`config.mk`:
```
export PLATFORM = sky130hd
export DESIGN_NAME = phase_align_ctrl
export DESIGN_NICKNAME = d
export VERILOG_FILES = /design/src/rtl/phase_align_ctrl.sv
export SDC_FILE = /design/constraint.sdc
export NUM_CORES = 1
export LEC_CHECK = 0
export BUFFER_PORTS_ARGS = -buffer_cell sky130_fd_sc_hd__buf_2
export CAP_MARGIN = 5
export CORE_MARGIN = 2
export CORE_UTILIZATION = 55
export CTS_CLUSTER_SIZE = 20
export DETAILED_ROUTE_END_ITERATION = 12
export GPL_TIMING_DRIVEN = 0
export PLACE_DENSITY_LB_ADDON = 0.1
export REMOVE_ABC_BUFFERS = 1
export SETUP_SLACK_MARGIN = 0.4
export SYNTH_ARGS = -nofsm -noshare
export SYNTH_HDL_FRONTEND = slang
export SYNTH_SLANG_ARGS = --single-unit
```
`constraint.sdc`:
```
create_clock -name clk -period 2.6 [get_ports clk]
set_input_delay 0.52 -clock clk [delete_from_list [all_inputs] [get_ports clk]]
set_output_delay 0.52 -clock clk [all_outputs]
set_load 0.02 [all_outputs]
```
`src/rtl/phase_align_ctrl.sv`:
```
// Phase alignment controller: settles, measures the phase detector, steps the
// phase shifter until lock. Optional lock tracking via PHASE_ALIGN_TRACK_EN.
module phase_align_ctrl #(
  parameter int SETTLE_CYCLES = 64,
  parameter int LOCK_WINDOW   = 256,
  parameter int MAX_STEPS     = 512,
  parameter int DONE_TIMEOUT  = 1024
) (
  input  logic       clk,
  input  logic       reset,
  input  logic       start,
  input  logic       stop,
  input  logic       shift_req,
  input  logic       ps_done,
  output logic       pd_enable,
  output logic       ps_step,
  output logic       busy,
  output logic       locked,
  output logic       fail,
  output logic [9:0] step_count,
  output logic [2:0] state_dbg
);

  typedef enum logic [2:0] {
    S_IDLE      = 3'd0,
    S_SETTLE    = 3'd1,
    S_MEASURE   = 3'd2,
    S_STEP      = 3'd3,
    S_WAIT_DONE = 3'd4,
    S_LOCKED    = 3'd5,
    S_FAIL      = 3'd6
  } state_t;

  localparam logic [15:0] SETTLE_LAST = 16'(SETTLE_CYCLES - 1);
  localparam logic [15:0] LOCK_LAST   = 16'(LOCK_WINDOW - 1);
  localparam logic [15:0] DONE_LAST   = 16'(DONE_TIMEOUT - 1);
  localparam logic [9:0]  MAX_STEPS_W = 10'(MAX_STEPS);
  localparam logic [9:0]  COUNT_SAT   = 10'h3FF;

  state_t      state;
  state_t      state_nxt;
  logic [15:0] timer;
  logic [15:0] timer_nxt;
  logic [9:0]  count_nxt;
  logic        track;
  logic        track_nxt;
  logic        begin_run;

  always_comb begin
    state_nxt = state;
    begin_run = 1'b0;
    case (state)
      S_IDLE, S_FAIL: begin
        if (start) begin
          state_nxt = S_SETTLE;
          begin_run = 1'b1;
        end
      end
      S_SETTLE: begin
        if (timer == SETTLE_LAST) state_nxt = S_MEASURE;
      end
      S_MEASURE: begin
        // a shift request beats an expiring lock window
        if (shift_req)               state_nxt = S_STEP;
        else if (timer == LOCK_LAST) state_nxt = S_LOCKED;
      end
      S_STEP: state_nxt = S_WAIT_DONE;
      S_WAIT_DONE: begin
        if (ps_done) begin
          if (track)                         state_nxt = S_LOCKED;
          else if (step_count < MAX_STEPS_W) state_nxt = S_SETTLE;
          else                               state_nxt = S_FAIL;
        end else if (timer == DONE_LAST) begin
          state_nxt = S_FAIL;
        end
      end
      S_LOCKED: begin
        if (start) begin
          state_nxt = S_SETTLE;
          begin_run = 1'b1;
        end
`ifdef PHASE_ALIGN_TRACK_EN
        else if (shift_req) begin
          state_nxt = S_STEP;
        end
`endif
      end
      default: state_nxt = S_IDLE;
    endcase
    if (stop) begin
      state_nxt = S_IDLE;
      begin_run = 1'b0;
    end
  end

  // One shared timer serves SETTLE, MEASURE and WAIT_DONE; it restarts on every state change.
  always_comb begin
    timer_nxt = 16'd0;
    if (state_nxt == state &&
        (state == S_SETTLE || state == S_MEASURE || state == S_WAIT_DONE))
      timer_nxt = timer + 16'd1;
  end

  always_comb begin
    count_nxt = step_count;
    if (begin_run)
      count_nxt = 10'd0;
    else if (state_nxt == S_STEP && state != S_STEP && step_count != COUNT_SAT)
      count_nxt = step_count + 10'd1;
  end

  always_comb begin
    track_nxt = 1'b0;
`ifdef PHASE_ALIGN_TRACK_EN
    if (state == S_LOCKED && state_nxt == S_STEP)
      track_nxt = 1'b1;
    else if (state_nxt == S_STEP || state_nxt == S_WAIT_DONE)
      track_nxt = track;
`endif
  end

  // Outputs are decoded from the next state so they line up with the state register.
  always_ff @(posedge clk or posedge reset) begin
    if (reset) begin
      state      <= S_IDLE;
      timer      <= 16'd0;
      step_count <= 10'd0;
      track      <= 1'b0;
      pd_enable  <= 1'b0;
      ps_step    <= 1'b0;
      busy       <= 1'b0;
      locked     <= 1'b0;
      fail       <= 1'b0;
    end else begin
      state      <= state_nxt;
      timer      <= timer_nxt;
      step_count <= count_nxt;
      track      <= track_nxt;
      pd_enable  <= (state_nxt == S_MEASURE) || (state_nxt == S_LOCKED);
      ps_step    <= (state_nxt == S_STEP);
      busy       <= (state_nxt == S_SETTLE) || (state_nxt == S_MEASURE) ||
                    (state_nxt == S_STEP)   || (state_nxt == S_WAIT_DONE);
      locked     <= (state_nxt == S_LOCKED) || track_nxt;
      fail       <= (state_nxt == S_FAIL);
    end
  end

  assign state_dbg = state;

endmodule
```
==> qor.yml <==
cts:
  htree_levels: 2
  clk_pin_slew_ns: 0.10
  cts_tree: "yes"
  clock_sinks: 34
  cts_made_buffers: 5
  cts_buffer_depth: 2
  cts_hold_buf: 0
  worstSkewPairLatency_ns: 0.35
  root_buffer: "clkbuf_4"
die:
  die_area_mm2: 0.004068
  core_area_mm2: 0.003390
  chipHeight_um: 63.78
  ios: 24
  start_util: 0.5799
  rows: 21
  die_x_um: 63.78
setup_path:
  reg2reg_to: "step_count[9]$_DFFE_PP0P_"
  crit_path_end_kind: "register"
  critPathMaxFanout: 7
  critical_path_class: "reg2reg"
  cp-start-kind: "register"
  ff2ff_path_depth: 6
  crit_required_ns: 2.87
  r2r-start: "timer[12]$_DFF_PP0_"
  endpoint: "step_count[9]$_DFFE_PP0P_"
  startpoint: "timer[12]$_DFF_PP0_"
  ff2ff_setup_slack_ns: 0.38
  arrival_ns: 2.49
global_routing:
  grt_overflow: 0
  grt_use_met3: 0.04754
  grt_pass1_wl_um: 7245
  gr-usage-all-layers: 0.2296
  met2_usage: 0.3685
  grt_max_degree: 35
  antenna_found_initial: 0
  grt_pass1_vias: 1604
  grt_util_met1: 0.3050
  top_usage_layer: "met2"
yosys:
  synth_area_per_cell_um2: 9.360
  synth_edf_count: 0
  yosysTopAreaCellShare: 0.4328
  syn_area_mm2: 0.001966
  yosysTopAreaCell: "dfrtp_1"
  yosys-top-cells-count: "dfrtp_1 (34), nor2_1 (24), nand2_1 (15)"
  yosysMostFrequentCell: "dfrtp_1"
  synth-seq-cells: 34
  synth_area_leaders: "dfrtp_1 (43%), nor2_1 (4.6%), nand4_1 (4.5%)"
  synthFlopType: "dfrtp_1"
  syn_inst: 210
  yosysWarnings: 0
  synthArstFlopShare: 1.000
  synth.distinct_cells: 44
  yosysSeqAreaShare: 0.4328
sta:
  min_period_ns: 2.221
  finalSetupViolCount: 0
  slew_violations: 0
  hold_viol_final: 0
  hold_slack_ns: 0.1436
  max_clock_freq_mhz: 450.2
  relSlewSlack: 0.6108
  rsz0062_at_grt: "true"
  clock-skew-final_ns: 0.006297
  worst_pin_slew_ns: 0.5802
  period_share: 0.8544
detailed_routing:
  antenna_left: 0
  drc_errors: 0
  vias: 1680
  first_iter_violations: 87
  dr.pass1.iters: 4
  wl_um: 4218
  vias_per_cell: 5.753
  wl_per_cell_um: 14.45
layout:
  synthToLayoutAreaGrowth_pct: 18.46
  fin_nets: 253
  post_route_cells_drive_above_1_share: 0.2805
  diodes: 0
  finalNonFillerCells: 292
power:
  power_density_mw_per_mm2: 399.5
  ir_drop_v: 0.0002814
  p_leak_uw: 0.001051
place:
  dpl.cell_count: 270
  dp_hpwl_um: 2772
  place.gp.congestion: 0.8145
  port_buffers: 23
hold_path:
  hold_class: "in2async"
run:
  drv_cap: 0
run_status:
  status: "finished, final reports clean"
## power by group
part	internal, µW	switching (µW)
clock	131	180
sequential	532	5.57
combinational	30.9	51.0
total	694	236
## worst max-delay path: stages (launching register included)
cell and delay, ns:
dfrtp_1 0.44, nor4_4 0.36, and2_4 0.23, nand4_1 0.17
and3_4 0.27, or4_1 0.52, a21oi_1 0.16
## how the worst min path moves through the flow
stage / start / endpoint / slack (ns) / cells past startpoint
floorplan: timer[0]$_DFF_PP0_ / timer[0]$_DFF_PP0_ / 0.45 / 1
global placement: timer[0]$_DFF_PP0_ / timer[0]$_DFF_PP0_ / 0.47 / 1
detailed placement: timer[0]$_DFF_PP0_ / timer[0]$_DFF_PP0_ / 0.48 / 1
CTS: stop / pd_enable$_DFF_PP0_ / 0.38 / 2
global route: reset / timer[2]$_DFF_PP0_ / 0.14 / 2
finish: reset / timer[2]$_DFF_PP0_ / 0.14 / 2
## metrics by stage
stage | instance area [µm²] | power, µW | utilization | worst slack, ns | TNS, ns
floorplan | 1904 | 588.4 | - | 0.1670 | 0
global placement | 2077 | 607.2 | 0.6128 | -0.1941 | -0.7789
detailed placement | 2077 | 609.6 | 0.6128 | -0.2925 | -1.353
CTS | 2235 | 929.9 | 0.6593 | 0.4000 | 0
global route | 2328 | 981.7 | 0.6870 | 0.3114 | 0
finish | 2328 | 930.3 | 0.6870 | 0.3786 | 0
## flip-flops by register name, indices dropped and copies added, names as in the netlist
signal      flops
step_count     10
pd_enable       1
state_dbg       3
locked          1
fail            1
busy            1
timer          16
ps_step         1
## timing repair
item                                   CTS  global route
endpoints found under the hold margin    0             0
pin swaps                                3             4
gates cloned                             0             0
setup endpoints to repair               32            28
resized for setup                        9             9
setup buffers                            8             5
## cell type report
cell class | instances | area [µm²]
well taps | 46 | 57.56
multi-input cells | 155 | 1072
clock inverters | 1 | 5.005
fillers | 261 | 1061
clock buffers | 7 | 55.05
repair buffers | 37 | 240.2
flip-flops and latches | 34 | 853.3
inverters | 12 | 45.04
## metal layers
layer / part of all wire / up-vias / wire [µm]
met5: 0 / - / 0
li1: - / 818 / -
met4: 0.020 / 0 / 86
met1: 0.47 / 814 / 1966
met3: 0.040 / 7 / 168
met2: 0.47 / 41 / 1996
## placed cells by master, fill, tap and decap left out, types with 3 or more instances in the layout
cell and instances:
a21oi_1 10, a31o_1 3, and3_1 4, and4_1 3
buf_2 23, buf_4 13, clkbuf_4 5, dfrtp_1 32
inv_1 11, mux2i_1 3, nand2_1 15, nand2b_1 5
nand3_1 7, nand3b_1 3, nand4_1 14, nor2_1 24
nor2b_1 3, nor3_1 4, o21ai_0 3, o31ai_1 3
or4_1 3, xnor2_1 5, xor2_1 10
## cell families after synthesis
group / synth area share
AO/OA/AOI/OAI: 0.1139
XOR/XNOR: 0.06683
adder cells (fa/ha/maj): 0.01273
buffers and inverters: 0.05410
flip-flops: 0.4328
multiplexers: 0.02228
AND/OR/NAND/NOR: 0.2973
Note: power is estimated with default switching activity, not from simulation.
